File: config.mk
export PLATFORM = sky130hd
export DESIGN_NAME = wb_decoder_2
export DESIGN_NICKNAME = d
export VERILOG_FILES = /design/src/rtl/wb_pkg.sv /design/src/rtl/wb_addr_match.sv /design/src/rtl/wb_decoder_2.sv
export SDC_FILE = /design/constraint.sdc
export NUM_CORES = 1
export LEC_CHECK = 0
export ABC_AREA = 1
export BUFFER_PORTS_ARGS = -buffer_cell sky130_fd_sc_hd__buf_2
export CAP_MARGIN = 0
export CORE_AREA = 2 2 128 130
export CTS_BUF_LIST = sky130_fd_sc_hd__clkbuf_8
export CTS_CLUSTER_DIAMETER = 80
export DETAILED_ROUTE_END_ITERATION = 10
export DIE_AREA = 0 0 130 132
export PLACE_DENSITY_LB_ADDON = 0.2
export SLEW_MARGIN = 20
export SYNTH_ARGS = -nofsm -noshare
export SYNTH_HDL_FRONTEND = slang
export SYNTH_HIERARCHICAL = 1
export SYNTH_SLANG_ARGS = --single-unit
File: constraint.sdc
create_clock -name clk -period 1.5 [get_ports clk]
set_input_delay 0.075 -clock clk [delete_from_list [all_inputs] [get_ports clk]]
set_output_delay 0.075 -clock clk [all_outputs]
set_load 0.05 [all_outputs]
File: src/rtl/wb_pkg.sv
`default_nettype none
// +----------------------------------------------------------------------------+
// | Package     : wb_pkg                                                       |
// | Description : Shared types and constants for the Wishbone address decoder. |
// | Revision    : 1.0                                                          |
// +----------------------------------------------------------------------------+
package wb_pkg;

    localparam int c_err_cnt_width = 8;

    localparam logic [1:0] c_st_idle     = 2'd0;
    localparam logic [1:0] c_st_busy     = 2'd1;
    localparam logic [1:0] c_st_err_resp = 2'd2;

    typedef enum logic [1:0] {
        IDLE     = c_st_idle,
        BUSY     = c_st_busy,
        ERR_RESP = c_st_err_resp
    } wb_dec_state_t;

endpackage : wb_pkg
`default_nettype wire

File: src/rtl/wb_addr_match.sv
`default_nettype none
// +----------------------------------------------------------------------------+
// | Module      : wb_addr_match                                                |
// | Description : Combinational base/mask address window comparator.           |
// | Revision    : 1.0                                                          |
// +----------------------------------------------------------------------------+
module wb_addr_match
    import wb_pkg::*;
#(
    parameter int                    ADDR_WIDTH = 32,
    parameter logic [ADDR_WIDTH-1:0] BASE       = '0,
    parameter logic [ADDR_WIDTH-1:0] MASK       = '0
) (
    input  logic [ADDR_WIDTH-1:0] adr,
    output logic                  hit
);

    localparam logic [ADDR_WIDTH-1:0] c_base_masked = BASE & MASK;

    assign hit = ((adr & MASK) == c_base_masked);

endmodule : wb_addr_match
`default_nettype wire

File: src/rtl/wb_decoder_2.sv
`default_nettype none
// +----------------------------------------------------------------------------+
// | Module      : wb_decoder_2                                                 |
// | Description : One-master to two-slave Wishbone classic address decoder     |
// |               with unmapped-access error, slave timeout and error count.   |
// | Revision    : 1.0                                                          |
// +----------------------------------------------------------------------------+
module wb_decoder_2
    import wb_pkg::*;
#(
    parameter int                    DATA_WIDTH     = 32,
    parameter int                    ADDR_WIDTH     = 32,
    parameter int                    SELECT_WIDTH   = DATA_WIDTH / 8,
    parameter logic [ADDR_WIDTH-1:0] SLV0_BASE      = 32'h0000_0000,
    parameter logic [ADDR_WIDTH-1:0] SLV0_MASK      = 32'hF000_0000,
    parameter logic [ADDR_WIDTH-1:0] SLV1_BASE      = 32'h1000_0000,
    parameter logic [ADDR_WIDTH-1:0] SLV1_MASK      = 32'hF000_0000,
    parameter int                    TIMEOUT_CYCLES = 255
) (
    input  logic                       clk,
    input  logic                       rst_n,
    // master port
    input  logic [ADDR_WIDTH-1:0]      wbm_adr_i,
    input  logic [DATA_WIDTH-1:0]      wbm_dat_i,
    input  logic [SELECT_WIDTH-1:0]    wbm_sel_i,
    input  logic                       wbm_we_i,
    input  logic                       wbm_stb_i,
    input  logic                       wbm_cyc_i,
    output logic [DATA_WIDTH-1:0]      wbm_dat_o,
    output logic                       wbm_ack_o,
    output logic                       wbm_err_o,
    output logic                       wbm_rty_o,
    // slave 0
    output logic [ADDR_WIDTH-1:0]      wbs0_adr_o,
    output logic [DATA_WIDTH-1:0]      wbs0_dat_o,
    output logic [SELECT_WIDTH-1:0]    wbs0_sel_o,
    output logic                       wbs0_we_o,
    output logic                       wbs0_stb_o,
    output logic                       wbs0_cyc_o,
    input  logic [DATA_WIDTH-1:0]      wbs0_dat_i,
    input  logic                       wbs0_ack_i,
    input  logic                       wbs0_err_i,
    input  logic                       wbs0_rty_i,
    // slave 1
    output logic [ADDR_WIDTH-1:0]      wbs1_adr_o,
    output logic [DATA_WIDTH-1:0]      wbs1_dat_o,
    output logic [SELECT_WIDTH-1:0]    wbs1_sel_o,
    output logic                       wbs1_we_o,
    output logic                       wbs1_stb_o,
    output logic                       wbs1_cyc_o,
    input  logic [DATA_WIDTH-1:0]      wbs1_dat_i,
    input  logic                       wbs1_ack_i,
    input  logic                       wbs1_err_i,
    input  logic                       wbs1_rty_i,
    // status
    output logic                       decode_err_o,
    output logic                       timeout_o,
    output logic [c_err_cnt_width-1:0] err_cnt_o
);

    // A zero-cycle timeout still needs a 1-bit counter to keep the declarations legal.
    localparam int c_tmo_width = (TIMEOUT_CYCLES > 0) ? $clog2(TIMEOUT_CYCLES + 1) : 1;
    localparam logic [c_tmo_width-1:0] c_tmo_limit = c_tmo_width'(TIMEOUT_CYCLES);
    localparam bit c_tmo_enable = (TIMEOUT_CYCLES > 0);

    wb_dec_state_t              r_state;
    wb_dec_state_t              w_state_nxt;
    logic                       r_sel;
    logic                       w_sel_nxt;
    logic [c_tmo_width-1:0]     r_tmo_cnt;
    logic [c_tmo_width-1:0]     w_tmo_nxt;
    logic [c_err_cnt_width-1:0] r_err_cnt;

    logic                  w_hit0;
    logic                  w_hit1;
    logic                  w_req;
    logic                  w_miss;
    logic                  w_busy;
    logic                  w_tmo_hit;
    logic                  w_sel_ack;
    logic                  w_sel_err;
    logic                  w_sel_rty;
    logic [DATA_WIDTH-1:0] w_sel_dat;
    logic                  w_fwd_ack;
    logic                  w_fwd_err;
    logic                  w_fwd_rty;
    logic                  w_term;
    logic                  w_decode_err;
    logic                  w_timeout;
    logic                  w_slv_strobe_en;

    wb_addr_match #(
        .ADDR_WIDTH (ADDR_WIDTH),
        .BASE       (SLV0_BASE),
        .MASK       (SLV0_MASK)
    ) u_match0 (
        .adr (wbm_adr_i),
        .hit (w_hit0)
    );

    wb_addr_match #(
        .ADDR_WIDTH (ADDR_WIDTH),
        .BASE       (SLV1_BASE),
        .MASK       (SLV1_MASK)
    ) u_match1 (
        .adr (wbm_adr_i),
        .hit (w_hit1)
    );

    assign w_req  = wbm_cyc_i & wbm_stb_i;
    assign w_miss = ~(w_hit0 | w_hit1);
    assign w_busy = (r_state == BUSY);

    assign w_tmo_hit = c_tmo_enable && (r_tmo_cnt == c_tmo_limit);

    assign w_sel_ack = r_sel ? wbs1_ack_i : wbs0_ack_i;
    assign w_sel_err = r_sel ? wbs1_err_i : wbs0_err_i;
    assign w_sel_rty = r_sel ? wbs1_rty_i : wbs0_rty_i;
    assign w_sel_dat = r_sel ? wbs1_dat_i : wbs0_dat_i;

    // Prioritise ack over err over rty so the master never sees two terminations.
    assign w_fwd_ack = w_busy & w_sel_ack;
    assign w_fwd_err = w_busy & w_sel_err & ~w_sel_ack;
    assign w_fwd_rty = w_busy & w_sel_rty & ~w_sel_ack & ~w_sel_err;
    assign w_term    = w_sel_ack | w_sel_err | w_sel_rty;

    assign w_decode_err    = (r_state == IDLE) & w_req & w_miss;
    assign w_timeout       = w_busy & wbm_cyc_i & w_tmo_hit & ~w_term;
    assign w_slv_strobe_en = w_busy & ~w_tmo_hit;

    // Slave request fan-out; the unselected slave is held fully quiet.
    always_comb begin
        wbs0_adr_o = '0;
        wbs0_dat_o = '0;
        wbs0_sel_o = '0;
        wbs0_we_o  = 1'b0;
        wbs0_stb_o = 1'b0;
        wbs0_cyc_o = 1'b0;
        wbs1_adr_o = '0;
        wbs1_dat_o = '0;
        wbs1_sel_o = '0;
        wbs1_we_o  = 1'b0;
        wbs1_stb_o = 1'b0;
        wbs1_cyc_o = 1'b0;
        if (w_busy) begin
            if (!r_sel) begin
                wbs0_adr_o = wbm_adr_i;
                wbs0_dat_o = wbm_dat_i;
                wbs0_sel_o = wbm_sel_i;
                wbs0_we_o  = wbm_we_i;
                wbs0_stb_o = wbm_stb_i & w_slv_strobe_en;
                wbs0_cyc_o = wbm_cyc_i & w_slv_strobe_en;
            end else begin
                wbs1_adr_o = wbm_adr_i;
                wbs1_dat_o = wbm_dat_i;
                wbs1_sel_o = wbm_sel_i;
                wbs1_we_o  = wbm_we_i;
                wbs1_stb_o = wbm_stb_i & w_slv_strobe_en;
                wbs1_cyc_o = wbm_cyc_i & w_slv_strobe_en;
            end
        end
    end

    assign wbm_dat_o = w_busy ? w_sel_dat : '0;
    assign wbm_ack_o = w_fwd_ack;
    assign wbm_err_o = w_fwd_err | ((r_state == ERR_RESP) & wbm_cyc_i);
    assign wbm_rty_o = w_fwd_rty;

    assign decode_err_o = w_decode_err;
    assign timeout_o    = w_timeout;
    assign err_cnt_o    = r_err_cnt;

    always_comb begin
        w_state_nxt = r_state;
        w_sel_nxt   = r_sel;
        w_tmo_nxt   = r_tmo_cnt;
        case (r_state)
            IDLE: begin
                w_tmo_nxt = '0;
                if (w_req) begin
                    // Slave 0 wins when both windows overlap.
                    w_sel_nxt   = ~w_hit0 & w_hit1;
                    w_state_nxt = w_miss ? ERR_RESP : BUSY;
                end
            end
            BUSY: begin
                if (!wbm_cyc_i || w_term) begin
                    w_state_nxt = IDLE;
                    w_tmo_nxt   = '0;
                end else if (w_tmo_hit) begin
                    w_state_nxt = ERR_RESP;
                    w_tmo_nxt   = '0;
                end else if (c_tmo_enable) begin
                    w_tmo_nxt = r_tmo_cnt + 1'b1;
                end
            end
            ERR_RESP: begin
                w_state_nxt = IDLE;
                w_tmo_nxt   = '0;
            end
            default: begin
                w_state_nxt = IDLE;
                w_tmo_nxt   = '0;
            end
        endcase
    end

    always_ff @(posedge clk or negedge rst_n) begin
        if (!rst_n) begin
            r_state   <= IDLE;
            r_sel     <= 1'b0;
            r_tmo_cnt <= '0;
        end else begin
            r_state   <= w_state_nxt;
            r_sel     <= w_sel_nxt;
            r_tmo_cnt <= w_tmo_nxt;
        end
    end

    always_ff @(posedge clk or negedge rst_n) begin
        if (!rst_n) begin
            r_err_cnt <= '0;
        end else if ((w_decode_err || w_timeout) && (r_err_cnt != '1)) begin
            r_err_cnt <= r_err_cnt + 1'b1;
        end
    end

endmodule : wb_decoder_2
`default_nettype wire

Word-level counts from Yosys, hierarchy flattened:

Index checks and enable logic that the tools add are counted.

* register bits: 19
* input bits: 143
* output and inout port bits: 187
* word-level logic and storage cells: 85

* add/subtract/negate cells: 2
* eq/ne operators: 7
* muxes and demuxes: 37
* bitwise operators: 27
* reduce and logical (&&, ||, !) cells: 8

Operators by type and width (number)
* two-way mux 32 bit: 10
* zero test 32 bit: 1
* two-way mux 8 bit: 3
* bitwise AND 1 bit: 17
* adder 8 x 1 -> 8 bit (second input constant): 2
* two-way mux 4 bit: 4
* two-way mux 1 bit: 15
* equality test 8 bit (second input constant): 1
* two-way mux 2 bit: 4
* != test 8 bit (second input constant): 1
* inverter 1 bit: 6
* equality test 4 x 1 -> 1 bit (second input constant): 1
* bitwise OR 1 bit: 4
* one-hot mux 2 bit (2 select lines): 1
* AND reduction 2 bit: 2
* != test 3 x 1 -> 1 bit (second input constant): 1
* equality test 2 x 1 -> 1 bit (second input constant): 1
* equality test 2 bit (second input constant): 1
* zero test 2 bit: 1
* logical OR 1 bit: 2
* != test 2 bit (second input constant): 1
* logical AND 1 bit: 1
* zero test 1 bit: 1

Logic depth before layout (Yosys ltp):

Gate-level depths: netlist of the first run.

* word-level depth: 7
* gate-level depth with buffers: 10
* depth with buffers taken out: 10

Modules after synthesis:

Netlist of the first run, hierarchy kept.

By module, submodules not included
* wb_decoder_2: instances 1, cells each 478, area an instance 2456.1 um^2, seq. area each 475.5 um^2
* wb_addr_match at u_match0: instances 1, cells each 7, area an instance 26.3 um^2, seq. area each 0.0 um^2
* wb_addr_match at u_match1: instances 1, cells each 6, area an instance 22.5 um^2, seq. area each 0.0 um^2

Worst setup path before layout of the first run:

Ideal clock, no wire load.

* kind: reg-to-output
* from: register r_state[1]
* to: output wbm_rty_o
* data arrival time: 1.867 ns
* data required time: 1.425 ns
* setup slack: -0.442 ns
* stages on the path, launching flop included: 4
* buffers on the path: 0
* path through: dfrtp_1 -> nor2_4 -> inv_2 -> nor3b_1

* word-level cells in the longest chain between the ends: 4

RTL lines
* start: declaration: RTL line wb_decoder_2.sv:66 `wb_dec_state_t r_state;`
* start signal: assignment: RTL line wb_decoder_2.sv:214 `r_state <= w_state_nxt;`
* equality test 2 x 1 -> 1 bit: RTL line wb_decoder_2.sv:112 `assign w_busy = (r_state == BUSY);`
* bitwise AND 1 bit (3 in series): RTL line wb_decoder_2.sv:124 `assign w_fwd_rty = w_busy & w_sel_rty & ~w_sel_ack & ~w_sel_err;`
* end: declaration: RTL line wb_decoder_2.sv:32 `output logic wbm_rty_o,`

No other way between the ends.

Final worst setup path of the first run:

* from: register r_state[1]
* to: output wbs1_stb_o

* word-level cells in the longest chain between the ends: 5

RTL lines
* equality test 2 x 1 -> 1 bit *: RTL line wb_decoder_2.sv:112
* bitwise AND 1 bit: RTL line wb_decoder_2.sv:129 `assign w_slv_strobe_en = w_busy & ~w_tmo_hit;`
* bitwise AND 1 bit: RTL line wb_decoder_2.sv:158 `wbs1_stb_o = wbm_stb_i & w_slv_strobe_en;`
* two-way mux 1 bit: RTL line wb_decoder_2.sv:146 `if (!r_sel) begin`
* two-way mux 1 bit *: RTL line wb_decoder_2.sv:145 `if (w_busy) begin`
* end: declaration: RTL line wb_decoder_2.sv:49 `output logic wbs1_stb_o,`

Mark *: on every way between the ends. The rest lies on a longest branch, timed or not.

==> flow_metrics.env, run 1 <==
export IMPL_syn_to_final_growth_pct=191
export IMPL_io_pins=330
export IMPL_antenna_left=0
export IMPL_p_leak_nw=3.62
export IMPL_syn_area_sq_mm=0.00250
export IMPL_grt_antenna_before_repair=0
export IMPL_grt_start_max_net_pins=35
export IMPL_ys_ff_latch=19
export IMPL_ys_seq_area_frac=0.190
export IMPL_drv_slew=0
export IMPL_num_nets_final=1001
export IMPL_cts_tree="done"
export IMPL_htree_levels=1
export IMPL_firstDrtPassIters=4
export IMPL_via_per_inst=4.06
export IMPL_async_flop_share=1.00
export IMPL_grt_first_pass_wirelength_um=21100
export IMPL_clock_latency_ps=260
export IMPL_critPathCaptureType="primary output"
export IMPL_period_needed_ps=1650
export IMPL_drc=0
export IMPL_grt_remaining_overflow=0
export IMPL_multiInputGateArea_sq_mm=0.00254
export IMPL_start_util=0.159
export IMPL_slew_headroom=0.696
export IMPL_diodes=0
export IMPL_final_period_utilization=1.10
export IMPL_hp_start="wbs0_rty_i"
export IMPL_totalWireLength_um=15500
export IMPL_worst_slew_pin_transition_ps=456
export IMPL_totalPowerFinal_w=0.00231
export IMPL_vias=4351
export IMPL_root_buffer="clkbuf_8"
export IMPL_cts_sinks=19
export IMPL_maxCapViolCount=0
export IMPL_worstPathMaxFanout=5
export IMPL_reg2reg_slack_ps=-40
export IMPL_syn_area_per_cell_sq_um=5.10
export IMPL_cp_start_kind="register"
export IMPL_skew_ps=4.51
export IMPL_violations="setup timing"
export IMPL_yosysWarnings=6
export IMPL_synth_edf_count=0
export IMPL_die_area_sq_mm=0.0172
export IMPL_synth_area_leaders="nor2_1 24%, dfrtp_1 19%, nand2_1 17%"
export IMPL_place_congestion=0.776
export IMPL_holdPathEnd="r_tmo_cnt[4]$_DFF_PN0_"
export IMPL_io_buffers=329
export IMPL_yosys_area_top_type="nor2_1"
export IMPL_rr_startpoint="r_state[1]$_DFFE_PN0P_"
export IMPL_hold_viol=0
export IMPL_rsz0062_at_grt="true"
export IMPL_drt_iter0_markers=104
export IMPL_status="finished with violations"
export IMPL_syn_inst=491
export IMPL_r2r_end="err_cnt_o[1]$_DFFE_PN0P_"
export IMPL_finalWorstSetupSlack_ps=-155
export IMPL_fp_row_count=46
export IMPL_hold_depth=6
export IMPL_grt_use_total=0.154
export IMPL_grt_pass1_vias=4059
export IMPL_power_density_mw_per_mm2=317
export IMPL_clk_pin_slew_ps=70
export IMPL_hpwl_um=10900
export IMPL_die_h_um=132
export IMPL_path_class="reg2out"
export IMPL_yosysTopAreaCellShare=0.238
export IMPL_clk_path_buf_depth=2
export IMPL_drive_gt1_frac=0.704
export IMPL_numCtsBuffers=3
export IMPL_setup_viol=185
export IMPL_max_freq_mhz=604
export IMPL_hold_path_class="in2reg"
export IMPL_reg2reg_depth=10
export IMPL_synth_flop_cell="dfrtp_1"
export IMPL_wl_per_cell_um=14.5
export IMPL_nFillCells=1549
export IMPL_crit_slowest_cell="dfrtp_1"
export IMPL_final_util=0.464
export IMPL_setup_worst_path_start="r_state[1]$_DFFE_PN0P_"
export IMPL_peakVddDrop_mv=0.408
export IMPL_dieWidth_um=130
export IMPL_syn_num_nets=636
export IMPL_ys_types=26
export IMPL_crit_chain="nor2_4 -> buf_12 -> inv_8 -> a21oi_4 -> nand2_2 -> nor2_2 -> buf_6"
export IMPL_seq_area_sq_um=482
export IMPL_arrival_ps=1580
export IMPL_crit_required_ps=1420
export IMPL_core_sq_mm=0.0157
export IMPL_cpPeakStageDelay_ps=410
how the worst max path moves through the flow:
stage / end / slack, ps / cells after the start
after floorplan: wbm_dat_o[11] / -270 / 5
after global placement: wbs1_cyc_o / 7 / 7
after detailed placement: wbs1_cyc_o / -30 / 7
after CTS: wbs1_stb_o / -160 / 8
after global routing: wbs1_stb_o / -210 / 7
final: wbs1_stb_o / -150 / 7
cell usage after synthesis (2+ instances only):
master    number
nor2_1       159
nand2_1      112
inv_1         89
a21oi_1       32
clkbuf_1      19
dfrtp_1       19
nand3_1       13
nand2_2        5
nand2_4        5
xor2_1         5
buf_2          4
nor2_2         4
inv_2          3
nor3b_2        3
o21ai_0        3
buf_6          2
ha_1           2
nand3b_1       2
nor3_1         2
xnor2_1        2
through the flow:
step | std cells | setup TNS, ps | hold WS, ps | worst slack [ps] | instance area (sq um)
2_1_floorplan | 491 | -18650 | -221 | -267 | 2840
3_3_place_gp | 1045 | 0 | 54.0 | 6.71 | 5060
3_5_place_dp | 1045 | -47.0 | 51.2 | -25.4 | 5060
4_1_cts | 1060 | -17020 | 243 | -160 | 6680
5_1_grt | 1071 | -29020 | 281 | -213 | 7300
6_report | 1071 | -17730 | 248 | -155 | 7300
critical path, delay by kind of cell, from the launching register on:
family / cells / cell delay (ps)
DFF: 1 / 410
AOI/OAI and AO/OA: 1 / 170
and+or+nand+nor: 3 / 360
buffers and inverters: 3 / 390
report_power, final:
| group | switching (W) | internal, W | total, W |
|---|---|---|---|
| clock | 0.000176 | 0.000185 | 0.000360 |
| combinational | 0.000830 | 0.000491 | 0.00132 |
| sequential | 0.0000595 | 0.000572 | 0.000631 |
| total | 0.00106 | 0.00125 | 0.00231 |
layer usage:
| metal | global-route usage | share of wire | up-vias |
|---|---|---|---|
| met1 | 0.167 | 0.37 | 1962 |
| li1 | - | - | 2163 |
| met4 | 0.0287 | 0.021 | 0 |
| met2 | 0.306 | 0.54 | 204 |
| met5 | 0 | 0 | - |
| met3 | 0.0288 | 0.068 | 22 |
timing repair:
action                                  in CTS  in global routing
hold buffers                                 1                  0
endpoints found under the setup margin     179                188
cloned                                       3                  3
buffers inserted                             9                  9
gates resized for setup                    428                107
pin swaps                                   10                 17
endpoints found under the hold margin       19                  0
placed cells by master, fill, tap and decap left out, types with 2 or more instances in the layout:
master and count:
clkbuf_8 3, nand3_1 12, nand2_4 6, xnor2_1 2, xor2_1 5, nor3b_2 3
nand2_8 4, o21ai_0 2, clkbuf_16 3, nand3b_1 2, a21oi_4 17, buf_4 26
nor2_2 92, nor2_4 52, buf_8 20, inv_1 88, buf_6 164, dfrtp_1 14
nand2_2 11, inv_2 2, buf_2 150, nand2_1 102, buf_16 3, buf_12 17
nor2_1 20, a21oi_2 16, dfrtp_2 5
state kept, by name, indices dropped and copies added (netlist names):
| name | flops |
|---|---|
| r_tmo_cnt | 8 |
| r_sel | 1 |
| r_state | 2 |
| err_cnt_o | 8 |
cells by family (layout without fill, tap and decap cells):
logic type	count (synthesis)	count (layout)	share of synthesized area
adder cells (fa/ha/maj)	2	2	0.00999
buffers and inverters	117	480	0.183
flip-flops	19	19	0.190
XOR/XNOR	7	7	0.0245
AO/OA/AOI/OAI	37	37	0.0764
AND/OR/NAND/NOR	309	310	0.516
layout make-up:
class / instances / share of cell area
Clock buffer: 3 / 0.00566
Tap cell: 216 / 0.0370
Timing Repair Buffer: 384 / 0.493
Clock inverter: 1 / 0.000686
Sequential cell: 19 / 0.0660
Inverter: 92 / 0.0487
Multi-Input combinational cell: 356 / 0.348
Note: power is estimated with default switching activity, not from simulation.
==> inputs of run 2 (changes only) <==
--- a/config.mk
+++ b/config.mk
@@ -7,12 +7,15 @@
 export LEC_CHECK = 0
 export ABC_AREA = 1
 export BUFFER_PORTS_ARGS = -buffer_cell sky130_fd_sc_hd__buf_2
-export CAP_MARGIN = 0
-export CORE_AREA = 2 2 128 130
+export CAP_MARGIN = 20
+export CELL_PAD_IN_SITES_DETAIL_PLACEMENT = 0
+export CELL_PAD_IN_SITES_GLOBAL_PLACEMENT = 2
+export CORE_ASPECT_RATIO = 1.2
+export CORE_MARGIN = 2
+export CORE_UTILIZATION = 12
 export CTS_BUF_LIST = sky130_fd_sc_hd__clkbuf_8
 export CTS_CLUSTER_DIAMETER = 80
 export DETAILED_ROUTE_END_ITERATION = 10
-export DIE_AREA = 0 0 130 132
 export PLACE_DENSITY_LB_ADDON = 0.2
 export SLEW_MARGIN = 20
 export SYNTH_ARGS = -nofsm -noshare
==> run 2 against run 1 <==
Effect of this change:
- sequential share of layout area up 0.54 points
- wire length down 1.3%
- highest routed layer is now met5
- cell count up 3.2%
- core utilization down 13 points
- setup slack better by 7.1 ps
- fmax up 0.43%
- die area up 29%
- the flow still finishes with violations (setup timing)
- clock-buffer cell count unchanged
==> flow_metrics.env, run 2 (synthesized netlist as in run 1, its figures left out) <==
export IMPL_start_util=0.123
export IMPL_nFillCells=2238
export IMPL_dp_cells=1085
export IMPL_final_common_cell="buf_6"
export IMPL_final_util=0.331
export IMPL_grt_pass1_vias=4189
export IMPL_setup_viol=186
export IMPL_post_dp_cell_area_sq_mm=0.00520
export IMPL_status="finished with violations"
export IMPL_critPathTopFamily="simple AND/OR/NAND/NOR gates"
export IMPL_worstPathMaxFanout=35
export IMPL_totalPowerFinal_w=0.00220
export IMPL_drive_gt1_frac=0.689
export IMPL_slew_headroom=0.691
export IMPL_grt_use_total=0.127
export IMPL_fp_row_count=57
export IMPL_syn_to_final_growth_pct=170
export IMPL_grt_antenna_before_repair=2
export IMPL_peakVddDrop_mv=0.310
export IMPL_grt_start_max_net_pins=36
export IMPL_core_sq_mm=0.0204
export IMPL_drt_iter0_markers=134
export IMPL_totalWireLength_um=15300
export IMPL_crit_required_ps=1420
export IMPL_skew_ps=6.90
export IMPL_mostFrequentLayoutCells="153 x buf_6, 150 x buf_2, 123 x nor2_2"
export IMPL_final_period_utilization=1.10
export IMPL_crit_buf_inv=2
export IMPL_p_leak_nw=3.50
export IMPL_crit_chain="nor2_4 -> nand2_4 -> buf_12 -> nor2_1 -> buf_6"
export IMPL_hold_path_class="in2reg"
export IMPL_fin_area_sq_mm=0.00676
export IMPL_tns_ps=-16540
export IMPL_die_area_sq_mm=0.0221
export IMPL_io_buffers=329
export IMPL_place_congestion=0.752
export IMPL_finalWorstSetupSlack_ps=-148
export IMPL_cp_num_cells=5
export IMPL_vias=4259
export IMPL_max_freq_mhz=607
export IMPL_htree_levels=1
export IMPL_num_nets_final=985
export IMPL_antenna_left=0
export IMPL_rsz0062_at_grt="true"
export IMPL_violations="setup timing"
export IMPL_die_h_um=162
export IMPL_maxCapViolCount=0
export IMPL_firstDrtPassIters=4
export IMPL_io_pins=330
export IMPL_period_needed_ps=1650
export IMPL_numCtsBuffers=3
export IMPL_path_class="reg2out"
export IMPL_clk_pin_slew_ps=80
export IMPL_wl_per_cell_um=13.9
export IMPL_cts_tree="done"
export IMPL_arrival_ps=1570
export IMPL_root_buffer="clkbuf_8"
export IMPL_worst_slew_pin_transition_ps=464
export IMPL_grt_first_pass_wirelength_um=22000
export IMPL_crit_slowest_cell="dfrtp_1"
export IMPL_clock_latency_ps=260
export IMPL_grt_remaining_overflow=0
export IMPL_cp_start_kind="register"
export IMPL_clk_path_buf_depth=2
export IMPL_hpwl_um=12400
export IMPL_critPathCaptureType="primary output"
export IMPL_via_per_inst=3.85
export IMPL_hold_depth=6
export IMPL_drv_slew=0
export IMPL_cts_sinks=19
export IMPL_stdcell_count=1105
export IMPL_power_density_mw_per_mm2=326
export IMPL_drc=0
export IMPL_dieWidth_um=136
export IMPL_cpPeakStageDelay_ps=420
export IMPL_reg2reg_depth=10
export IMPL_hold_viol=0
[run 2: changes by cell type in the layout (fill, tap and decap cells not counted), moves of 6 or more]
cell     previous run  this run
buf_6             164       153
nor2_4             52        25
nor2_2             92       123
buf_8              20         4
a21oi_4            17         2
a21oi_1             0        13
buf_4              26        36
buf_12             17        23
[run 2: cell type report]
cell class                      instances  area [sq um]  area share
Inverter                               92           348      0.0515
Antenna cell                            1          2.50    0.000370
Tap cell                              265           332      0.0490
Clock buffer                            3          41.3     0.00611
Clock inverter                          1          7.51     0.00111
Sequential cell                        19           483      0.0714
Multi-Input combinational cell        355          2220       0.329
Timing Repair Buffer                  369          3320       0.492
[run 2: path summary, 6_finish.rpt]
kind,from,endpoint,slack [ps]
max,r_state[1]$_DFFE_PN0P_,wbs1_sel_o[1],-150
max reg2reg,r_state[1]$_DFFE_PN0P_,err_cnt_o[3]$_DFFE_PN0P_,-60
max in group asynchronous,rst_n,r_sel$_DFFE_PN0N_,860
min,wbm_adr_i[30],r_sel$_DFFE_PN0N_,280
min in group asynchronous,rst_n,r_tmo_cnt[3]$_DFF_PN0_,290
min reg2reg,err_cnt_o[6]$_DFFE_PN0P_,err_cnt_o[6]$_DFFE_PN0P_,510
[run 2: timing repair]
item                       in CTS  in global routing
buffers inserted               10                  3
hold endpoints to repair       19                  0
pin swaps                      14                 10
gates cloned                    0                  2
gates resized for setup       351                 68
hold buffers                    1                  0
setup endpoints to repair     190                190
[run 2: power by group]
part	switching, W	internal, W	total [W]
logic	0.000737	0.000437	0.00117
registers	0.0000760	0.000572	0.000648
clock network	0.000194	0.000188	0.000381
[run 2: stage by stage]
| step | hold slack [ps] | setup slack, ps |
|---|---|---|
| 3_3_place_gp | 55.5 | -57.4 |
| 6_report | 279 | -148 |
| 3_5_place_dp | 63.6 | -45.4 |
| 2_1_floorplan | -221 | -267 |
| 4_1_cts | 271 | -157 |
| 5_1_grt | 327 | -229 |
[run 2: worst min-delay path: cells and delay by family]
family                 cells  cell delay [ps]
AO/OA/AOI/OAI              1               70
buffers and inverters      2              140
AND/OR/NAND/NOR            3              220
[run 2: metal layers]
metal / GRT usage / wire length (um) / part of all wire / vias to the layer above
met3: 0.0462 / 1510 / 0.098 / 10
li1: - / - / - / 2126
met2: 0.237 / 8200 / 0.53 / 202
met4: 0.0204 / 159 / 0.010 / 2
met1: 0.138 / 5450 / 0.36 / 1919
met5: 0 / 20 / 0.0013 / -
